==> src/rtl/branch_redirect_ctrl.sv <==
// branch_redirect_ctrl
// Sequences the PC redirect that follows a taken branch or jump resolved in EX.
// A taken branch is accepted only while the controller is idle. Its target is
// latched, and the PC is loaded once the I-side fetch is no longer busy. The
// wrong-path IF/ID and ID/EX contents are squashed around the redirect. Two
// saturating performance counters track accepted redirects and the cycles
// spent waiting on the fetch.
module branch_redirect_ctrl #(
  parameter int unsigned SQUASH_CYCLES = 1,   // extra IF/ID flush cycles after load_pc (0..7)
  parameter int unsigned COUNT_W       = 16   // performance counter width
) (
  input  logic               clk,
  input  logic               reset,
  input  logic               ex_valid,
  input  logic               branch_enable,
  input  logic [15:0]        br_addr,
  input  logic [1:0]         pcmux_sel,
  input  logic               mem_stall,
  input  logic               if_busy,
  input  logic               cnt_clear,
  output logic               load_pc,
  output logic [15:0]        pc_redirect,
  output logic [1:0]         pc_redirect_sel,
  output logic               flush_if_id,
  output logic               flush_id_ex,
  output logic               stall_fetch,
  output logic               redirect_pending,
  output logic [COUNT_W-1:0] br_taken_cnt,
  output logic [COUNT_W-1:0] redirect_wait_cnt
);

  typedef enum logic [1:0] {
    IDLE       = 2'd0,
    WAIT_FETCH = 2'd1,
    REDIRECT   = 2'd2,
    SQUASH     = 2'd3
  } state_t;

  localparam int unsigned      SQ_LOAD = (SQUASH_CYCLES == 0) ? 0 : SQUASH_CYCLES - 1;
  localparam logic [2:0]       SQ_INIT = 3'(SQ_LOAD);
  localparam logic [COUNT_W-1:0] CNT_MAX = '1;
  localparam logic [COUNT_W-1:0] CNT_ONE = {{(COUNT_W-1){1'b0}}, 1'b1};

  state_t             state_q, state_d;
  logic [2:0]         squash_cnt_q;
  logic [15:0]        target_q;
  logic [1:0]         sel_q;
  logic               load_pc_q;
  logic               stall_fetch_q;
  logic               pending_q;
  logic [COUNT_W-1:0] br_taken_cnt_q;
  logic [COUNT_W-1:0] wait_cnt_q;
  logic               accept;

  // Reset is folded into accept so that a branch presented during reset
  // neither flushes nor counts. Reset therefore always wins.
  assign accept = ~reset & (state_q == IDLE) & ex_valid & branch_enable & ~mem_stall;

  // Next-state decision for the redirect sequencer
  always_comb begin
    // NOTE: default first so every path assigns state_d; otherwise a latch is inferred.
    state_d = state_q;
    unique case (state_q)
      IDLE: begin
        if (accept) state_d = if_busy ? WAIT_FETCH : REDIRECT;
      end
      WAIT_FETCH: begin
        if (!if_busy) state_d = REDIRECT;
      end
      REDIRECT: begin
        state_d = (SQUASH_CYCLES == 0) ? IDLE : SQUASH;
      end
      SQUASH: begin
        if (squash_cnt_q == 3'd0) state_d = IDLE;
      end
    endcase
  end

  // FSM state, target latches, squash countdown and registered status outputs
  always_ff @(posedge clk) begin
    if (reset) begin
      // NOTE: the target latches are reset too, so a dropped redirect leaves no stale target behind.
      state_q       <= IDLE;
      squash_cnt_q  <= 3'd0;
      target_q      <= 16'h0000;
      sel_q         <= 2'b00;
      load_pc_q     <= 1'b0;
      stall_fetch_q <= 1'b0;
      pending_q     <= 1'b0;
    end else begin
      // NOTE: non-blocking assignments keep every register sampling pre-edge values.
      state_q       <= state_d;
      load_pc_q     <= (state_d == REDIRECT);
      stall_fetch_q <= (state_d == WAIT_FETCH);
      pending_q     <= (state_d != IDLE);
      if (accept) begin
        target_q <= br_addr;
        sel_q    <= pcmux_sel;
      end
      if (state_q == REDIRECT) begin
        squash_cnt_q <= SQ_INIT;
      end else if (state_q == SQUASH && squash_cnt_q != 3'd0) begin
        squash_cnt_q <= squash_cnt_q - 3'd1;
      end
    end
  end

  // Saturating count of accepted redirects; a clear beats an increment
  always_ff @(posedge clk) begin
    if (reset || cnt_clear) begin
      br_taken_cnt_q <= '0;
    end else if (accept && br_taken_cnt_q != CNT_MAX) begin
      br_taken_cnt_q <= br_taken_cnt_q + CNT_ONE;
    end
  end

  // Saturating count of cycles spent waiting for the fetch to go idle
  always_ff @(posedge clk) begin
    if (reset || cnt_clear) begin
      wait_cnt_q <= '0;
    end else if (state_q == WAIT_FETCH && wait_cnt_q != CNT_MAX) begin
      wait_cnt_q <= wait_cnt_q + CNT_ONE;
    end
  end

  assign load_pc           = load_pc_q;
  assign pc_redirect       = load_pc_q ? target_q : 16'h0000;
  assign pc_redirect_sel   = load_pc_q ? sel_q : 2'b00;
  assign stall_fetch       = stall_fetch_q;
  assign redirect_pending  = pending_q;
  assign flush_if_id       = accept | (state_q != IDLE);
  assign flush_id_ex       = accept | (state_q == WAIT_FETCH) | (state_q == REDIRECT);
  assign br_taken_cnt      = br_taken_cnt_q;
  assign redirect_wait_cnt = wait_cnt_q;

endmodule

==> config.mk <==
export PLATFORM = sky130hd
export DESIGN_NAME = branch_redirect_ctrl
export DESIGN_NICKNAME = d
export VERILOG_FILES = /design/src/rtl/branch_redirect_ctrl.sv
export SDC_FILE = /design/constraint.sdc
export NUM_CORES = 1
export LEC_CHECK = 0
export ABC_AREA = 1
export ABC_CLOCK_PERIOD_IN_PS = 1400
export CAP_MARGIN = 20
export CORE_ASPECT_RATIO = 0.9
export CORE_MARGIN = 10
export CORE_UTILIZATION = 44
export CTS_CLUSTER_DIAMETER = 40
export DETAILED_ROUTE_END_ITERATION = 10
export PLACE_DENSITY = 0.79
export REMOVE_ABC_BUFFERS = 1
export SETUP_SLACK_MARGIN = 0.4
export SYNTH_ARGS = -nofsm -noshare
export SYNTH_HDL_FRONTEND = slang
export SYNTH_SLANG_ARGS = --single-unit
==> constraint.sdc <==
create_clock -name clk -period 1.4 [get_ports clk]
set_input_delay 0.28 -clock clk [delete_from_list [all_inputs] [get_ports clk]]
set_output_delay 0.28 -clock clk [all_outputs]
set_load 0.05 [all_outputs]
==> results of run 1 <==
[repair_timing]
action / CTS
pin swaps: 55
gates resized for setup: 208
cloned: 5
endpoints found under the setup margin: 113
buffers inserted: 30
[per-stage QoR]
step | instance area (µm²) | util | TNS [ns] | setup WS, ns
floorplan | 2920 | - | -16.90 | -0.5165
CTS | 5876 | 0.8921 | -0.4460 | -0.07205
detailed placement | 4872 | 0.7397 | -9.391 | -0.2389
global placement | 4872 | 0.7397 | -6.880 | -0.2092
[cells in the mapped netlist]
master,number
nand2_2,5
o21ai_0,13
clkinv_1,1
xor2_1,8
clkbuf_1,7
nand4_1,10
o21ai_1,3
dfxtp_1,58
o21ai_4,1
ha_1,4
nor3_1,2
nor2_1,42
nand2_1,154
nor2_2,5
nand3_1,40
buf_2,3
inv_1,50
nor2_4,6
inv_2,2
nand3_4,1
buf_1,1
a21oi_1,29
nand3b_1,1
xnor2_1,4
buf_6,3
[logic make-up after synthesis]
| logic type | after synthesis | share of synthesized area |
|---|---|---|
| AOI/OAI and AO/OA | 46 | 0.08052 |
| adders and majority gates | 4 | 0.01669 |
| DFF | 58 | 0.3871 |
| xor gates and xnor gates | 12 | 0.03504 |
| and+or+nand+nor | 266 | 0.3880 |
| buffers and inverters | 67 | 0.09261 |
==> summary.md, run 1 <==
| Metric | Value |
|---|---|
| Top post-synthesis cells by area | dfxtp_1 39%, nand2_1 19%, nand3_1 6.7% |
| Sequential area share after synthesis | 0.3872 |
| Largest net degree at the start of global routing | 22 |
| Clock Sinks | 58 |
| Share of the synthesized area in the top cell type | 0.3872 |
| CTS root buf | clkbuf_8 |
| Post-synthesis register bit count | 58 |
| Largest area contributor in the netlist | dfxtp_1 |
| Distinct cells, synth | 25 |
| Yosys warnings | 0 |
| Cells after Synth | approximately 450 |
| Detailed placement HPWL | 7.020 mm |
| Row count | 28 |
| Initial Util | 0.4554 |
| Port buffer count | 79 |
| Worst_ep grt | redirect_wait_cnt[14]$_SDFFE_PP0P_/D |
| Synth Area per Inst | 6.621 µm² |
| Die Y | 98.33 µm |
| Num CTS Buffers | 9 |
| H-tree depth | 3 |
| Tool error | [ERROR DPL-0038] Utilization greater than 100%, impossible to legalize |
| GP Congestion | 0.8495 |
| Clock Tree Buf Depth | 2 |
| Failed at | global routing |
| Cts hold-fix bufs | 0 |
| Status | stopped before the end |
| I/O pin cnt | 80 |
| Cell Area, Synth | 2999 µm² |
| Die Wd | about 110 µm |
| # placed instances | 666 |
| WEP type | sequential cell input |
==> run 2: changes to the inputs <==
- ABC_CLOCK_PERIOD_IN_PS: 1400 -> 1800
- CORE_ASPECT_RATIO: 0.9 -> not set
- CORE_UTILIZATION: 44 -> 39
- CTS_CLUSTER_DIAMETER: 40 -> not set
- PLACE_DENSITY: 0.79 -> not set
- PLACE_DENSITY_LB_ADDON: not set -> 0.15
- SETUP_SLACK_MARGIN: 0.4 -> not set
- clock period: 1.4 -> 1.8 ns (I/O delays scaled with it)
==> run 2 against run 1 <==
Compared with the run above: the flow now finishes without violations; synthesized cell count unchanged; area after synthesis unchanged.
==> summary.md, run 2 <==
| Metric | Value |
|---|---|
| Internal power | 2412 µW |
| Crit path arrival time | about 1.3 ns |
| Diodes inserted | 0 |
| Psw | 658.6 µW |
| Cell area after placement | 4135 µm² (-15%) |
| Most frequent cells in the layout | 153 x nand2_1, 58 x dfxtp_1, 52 x buf_4, 50 x inv_1, 42 x nor2_1 |
| Largest net degree at the start of global routing | 22 |
| Port buffer count | 79 (unchanged) |
| Row count | 31 (+11%) |
| H-tree depth | 3 (unchanged) |
| GP Congestion | 0.7579 (-11%) |
| Hold path endpoint | target_q[1] |
| Vias | 3053 |
| GRT Residual Overflow | 0 |
| Max-slew violations | 0 |
| Sequential area share after synthesis | 0.3872 (unchanged) |
| ANT nets after route | 0 |
| Final Cell Area | 4394 µm² |
| Fin nets | 578 |
| WL final | 7.971 mm |
| Slew HR | 0.6897 |
| Clock Sinks | 58 (unchanged) |
| Flop pwr share | 0.429 |
| Clock power frac | 0.490 |
| Detail-routed via count per cell | about 4.7 |
| CTS clock-pin slew for the worst setup and hold paths | 0.07 ns |
| Worst slew pin tran | around 0.46 ns |
| Max VDD drop | 387.9 µV |
| Initial Util | 0.4070 (-0.04840) |
| Final Cycle Share | 0.9447 |
| CTS root buf | clkbuf_8 |
| Synth Area per Inst | 6.621 µm² (unchanged) |
| Comb pwr share | 0.081 |
| Top post-synthesis cells by count | 154 x nand2_1, 58 x dfxtp_1, 50 x inv_1 |
| PD cells | 698.7 nW/µm² |
| Vias in the first global route | around 3000 |
| Post-synthesis register bit count | 58 (unchanged) |
| Most frequent cell after synthesis | nand2_1 |
| P_leak | 0.002011 µW |
| Share of cells above drive strength 1 | 0.2040 |
| Distinct cells, synth | 25 (unchanged) |
| Num CTS Buffers | 9 (unchanged) |
| Status | completed |
| Crit Path Class | primary input to primary output |
| Commonest non-fill, non-tap cell in the layout | nand2_1 |
| Core Region | 7370 µm² |
| Largest area contributor in the netlist | dfxtp_1 |
| Ys flop type | dfxtp_1 |
| Worst-path fanout max | 7 |
| Detailed placement HPWL | 6.019 mm (-14%) |
| Achievable frequency | 588.1 MHz |
| Cts hold-fix bufs | 0 (unchanged) |
| Initial DRC Count | 58 |
| Switching Fraction | 0.2145 |
| Yosys warnings | 0 (unchanged) |
| RSZ-0062 raised after global routing | false |
| CTS tree | yes |
| Final Skew | 0.005835 ns |
| CP Launch Type | primary input |
| TritonRoute pass-1 iters | 4 |
| Worst r2r src | redirect_wait_cnt[1] |
| R2R cell count | 7 |
| Die area | 11600 µm² |
| Clock Tree Buf Depth | 2 (unchanged) |
| Critical path required time | 1.44 ns |
| Die Wd | 107.7 µm (+0.63%) |
| DRC errors left | 0 |
| Worst Hold Launch | target_q[1] |
| I/O pin cnt | 80 (unchanged) |
| Critical R2R Capture | redirect_wait_cnt[9] |
| Final Hold Fails | 0 |
| Share of the synthesized area in the top cell type | 0.3872 (unchanged) |
| Die Y | 107.7 µm (+9.5%) |
| Flop2flop setup slack | 0.17 ns |
| Critical Path Sink Type | primary output |
| DR WL/cell | between 10 and 15 µm |
| Hold Crit Class | flop to flop |
| Initial antenna violation count | 0 |
| Max-cap violations | 0 |
| Top post-synthesis cells by area | dfxtp_1 39%, nand2_1 19%, nand3_1 6.7% |
| Post-synth EDFFs | 0 (unchanged) |
| P&R area growth vs syn | 46.52% |
| Final min period | between 1.5 and 2 ns |
| Hold depth | 2 |
| Cells after Synth | 453 (unchanged) |
| Total GRT Usage | 0.1410 |
| Global-route wire length before repair | 13.58 mm |
| Final core occ | 0.5963 |
| Worst-Skew Late Latency | 0.34 ns |
| Final Setup Violations | 0 |
| Cell Area, Synth | 2999 µm² (unchanged) |
| Asr flop ratio synth | 0 (unchanged) |
## run 2: cell counts after synthesis
Identical to the previous run, type by type.
## run 2: area by class of cell
type	instances	area (µm²)
timing repair buffer	99	1091
fill	740	2975
tap	99	123.9
multi-input combinational	328	1568
sequential	58	1161
clock inverter	5	100.1
inverter	53	198.9
clock buffer	11	151.4
## run 2: kinds of logic after synthesis
group | count (synthesis) | synth area share
compound gates | 46 | 0.08052
xor+xnor | 12 | 0.03504
fa+ha+maj | 4 | 0.01669
buf+inv | 67 | 0.09261
flops | 58 | 0.3871
simple gates | 266 | 0.3880
## run 2: critical path, stage by stage
cell and delay, ns:
clkdlybuf4s50_1 0.44, nor2_2 0.13, nand3_4 0.14, nand3_2 0.12, buf_12 0.14
## run 2: how the worst max path moves through the flow
stage | slack [ns] | to | from
6_report | 0.1 | flush_id_ex | reset
4_1_cts | 0.02 | flush_id_ex | reset
2_1_floorplan | -0.12 | br_taken_cnt[1] | br_taken_cnt[0]
5_1_grt | 0.003 | flush_id_ex | branch_enable
3_3_place_gp | -0.01 | target_q[14] | reset
3_5_place_dp | -0.05 | target_q[0] | reset
## run 2: per-layer routing
layer	global-route usage	part of all wire	vias to the layer above
met1	0.1551	0.42	1359
met4	0.05916	0.015	0
met5	0	0	-
met2	0.2160	0.45	74
li1	-	-	1607
met3	0.08383	0.12	13
## run 2: power by group through the flow
stage | clock [µW] | sequential [µW] | combinational [µW]
final | 1500 | 1320 | 248
after CTS | 1540 | 1320 | 249
after floorplan | 0 | 1360 | 94.8
after global placement | 0 | 1350 | 248
after global routing | 1590 | 1320 | 272
after detailed placement | 0 | 1350 | 249
## run 2: timing repair
item / in CTS / in global routing
buffers inserted: 0 / 0
gates resized for setup: 0 / 2
endpoints found under the setup margin: 0 / 4
## run 2: per-stage QoR
step / TNS [ns] / power (µW) / hold WS [ns] / std cells / worst slack (ns)
floorplan: -1.118 / 1457 / 0.4324 / 439 / -0.1165
global placement: -0.04518 / 1594 / 0.4509 / 637 / -0.01241
detailed placement: -0.4286 / 1596 / 0.4557 / 637 / -0.04596
CTS: 0 / 3106 / 0.4655 / 653 / 0.02209
global route: 0 / 3178 / 0.4888 / 653 / 0.002582
finish: 0 / 3070 / 0.4642 / 653 / 0.09962
Power figures use the tool's default switching activity.
==> run 3: changes to the inputs <==
- CTS_BUF_LIST: not set -> sky130_fd_sc_hd__clkbuf_16
- RECOVER_POWER: not set -> 25
==> run 3 against run 2 <==
Compared with the run above: flip-flop and latch count unchanged; utilization about the same; clock power increased by 27%; setup slack improved by 0.0068 ns; via count increased by 0.95%; die area unchanged; critical path depth unchanged; register-to-register slack about the same; critical endpoint unchanged; non-clock buffer count unchanged.
==> summary.md, run 3 (synthesis results as in run 2) <==
| Metric | Value |
|---|---|
| Setup ws final | 0.1064 ns (+0.006805 ns) |
| Global-route wire length before repair | 13.76 mm (+1.3%) |
| Crit path arrival time | 1.33 ns (about the same) |
| # Post-CTS Setup Buffers | 0 (unchanged) |
| P_leak | 0.001959 µW (-2.6%) |
| Slowest library cell on the worst path | clkdlybuf4s50_1 |
| ANT nets after route | 0 (unchanged) |
| Most frequent cells in the layout | 153 x nand2_1, 58 x dfxtp_1, 50 x inv_1, 42 x nor2_1, 39 x nand3_1 |
| Met3 WL | 972 µm (+4.7%) |
| Worst Hold Launch | target_q[1] |
| Die area | 11600 µm² (unchanged) |
| Num CTS Buffers | 9 (unchanged) |
| Final Setup Violations | 0 (unchanged) |
| Worst r2r src | redirect_wait_cnt[1] |
| Cell area after placement | 4135 µm² (unchanged) |
| CTS clock-pin slew for the worst setup and hold paths | 0.05 ns (-0.02 ns) |
| WL final | 8.150 mm (+2.2%) |
| DRC errors left | 0 (unchanged) |
| Achievable frequency | 590.5 MHz (+0.40%) |
| WL met2 | 3.705 mm (+3.3%) |
| Initial Util | 0.4070 (unchanged) |
| Diodes inserted | 0 (unchanged) |
| Initial antenna violation count | 0 (unchanged) |
| DR WL/cell | 12.48 µm (+2.2%) |
| RSZ-0062 raised after global routing | false |
| Row count | 31 (unchanged) |
| Clock Sinks | 58 (unchanged) |
| Max-cap violations | 0 (unchanged) |
| I/O pin cnt | 80 (unchanged) |
| Crit-path cells | clkdlybuf4s50_1 -> nor2_2 -> nand3_4 -> nand3_2 -> buf_12 |
| TritonRoute pass-1 iters | 4 (unchanged) |
| Top sig layer | met4 |
| Clock Tree Buf Depth | 2 (unchanged) |
| Final Hold Fails | 0 (unchanged) |
| GRT Residual Overflow | 0 (unchanged) |
| PD cells | 790.3 nW/µm² (+13%) |
| Max-slew violations | 0 (unchanged) |
| Final Cycle Share | 0.9409 (-0.003781) |
| GP Congestion | 0.7579 (unchanged) |
| Critical Path Sink Type | primary output |
| CP peak stage delay | 0.44 ns (about the same) |
| Die Y | 107.7 µm (unchanged) |
| Worst path bufs/invs | 2 (unchanged) |
| CTS tree | yes |
| Largest net degree at the start of global routing | 22 (unchanged) |
| Vias in the first global route | 3037 (+0.73%) |
| Worst Setup SP | reset |
| Total GRT Usage | 0.1429 (+0.001867) |
| CP Launch Type | primary input |
| Crit Path Class | primary input to primary output |
| Critical path required time | 1.44 ns (about the same) |
| Final min period | 1.694 ns (-0.006805 ns) |
| Detailed placement HPWL | 6.019 mm (unchanged) |
| Initial DRC Count | 57 (-1.7%) |
| Fin nets | 578 (unchanged) |
| Worst-path fanout max | 7 (unchanged) |
| Setup TNS | 0 ns (unchanged) |
| Core Region | 7370 µm² (unchanged) |
| P&R area growth vs syn | 46.56% (about the same) |
| Port buffer count | 79 (unchanged) |
| Status | completed |
| Worst-Skew Late Latency | 0.32 ns (-0.02 ns) |
| Max VDD drop | 470.0 µV (+21%) |
| Share of cells above drive strength 1 | 0.1643 (-0.03971) |
| # fillers | 742 (+0.27%) |
| Hold Crit Class | flop to flop |
| Die Wd | 107.7 µm (unchanged) |
| Pre-CTS WS | -0.04596 ns (unchanged) |
| Metal-1 WL | 3.419 mm (+2.6%) |
| CTS root buf | clkbuf_16 |
| Final Cell Area | 4395 µm² (about the same) |
| Vias | 3082 (+0.95%) |
| Slew HR | 0.5847 (-0.1050) |
| Crit path max-delay family | buffers and inverters |
| Cts hold-fix bufs | 0 (unchanged) |
| Detail-routed via count per cell | 4.720 (+0.95%) |
| H-tree depth | 3 (unchanged) |
| Total power draw | 3474 µW (+13%) |
| Final Skew | 0.003547 ns (-0.002288 ns) |
| Worst slew pin tran | 0.6257 ns (+0.1630 ns) |
| Commonest non-fill, non-tap cell in the layout | nand2_1 |
==> run 3: cell types whose count changed in the layout (fill, tap and decap cells not counted) <==
cell,before,now
buf_4,52,30
clkbuf_1,0,20
clkbuf_8,11,0
clkbuf_16,0,9
clkbuf_2,0,2
clkinv_1,1,3
==> run 3: stage by stage <==
| stage | hold WS (ns) | std cells | utilization |
|---|---|---|---|
| CTS | 0.4633 | 653 | 0.6063 |
| global placement | 0.4509 | 637 | 0.5611 |
| finish | 0.4629 | 653 | 0.5964 |
| floorplan | 0.4324 | 439 | - |
| detailed placement | 0.4557 | 637 | 0.5611 |
| global route | 0.4865 | 653 | 0.5964 |
==> run 3: cell type report <==
| type | count | area, µm² | area share |
|---|---|---|---|
| clock buffer | 9 | 225.2 | 0.05124 |
| clock inverter | 7 | 107.6 | 0.02448 |
| inverter | 53 | 198.9 | 0.04526 |
| multi-input combinational | 328 | 1568 | 0.3567 |
| sequential | 58 | 1161 | 0.2642 |
| tap | 99 | 123.9 | 0.02818 |
| timing repair buffer | 99 | 1011 | 0.2300 |
==> run 3: final timing paths <==
check                               to  slack [ns]  cells after the start
hold / removal             target_q[1]        0.46                      2
setup reg to reg  redirect_wait_cnt[9]        0.17                      7
setup / recovery           flush_id_ex        0.11                      5
hold reg to reg            target_q[1]        0.46                      2
==> run 3: routing by layer <==
layer  vias up  global-route usage
li1       1612                   -
met4         0             0.03721
met1      1378              0.1555
met2        87              0.2242
met5         -                   0
met3         5             0.09461
==> run 3: worst register-to-register path: cells and delay by family (launching register included) <==
| family | cells | cell delay [ns] |
|---|---|---|
| adders and majority gates | 1 | 0.24 |
| AOI/OAI and AO/OA | 2 | 0.46 |
| and+or+nand+nor | 4 | 0.49 |
| DFF | 1 | 0.37 |
==> run 3: timing repair <==
action / 4_1_cts / 5_1_grt
hold endpoints to repair: 0 / 0
gates resized for setup: 0 / 2
setup endpoints to repair: 0 / 4
==> run 3: power breakdown <==
| part | internal, µW | switching [µW] |
|---|---|---|
| combinational | 113 | 133 |
| clock | 1330 | 572 |
| sequential | 1310 | 12.9 |
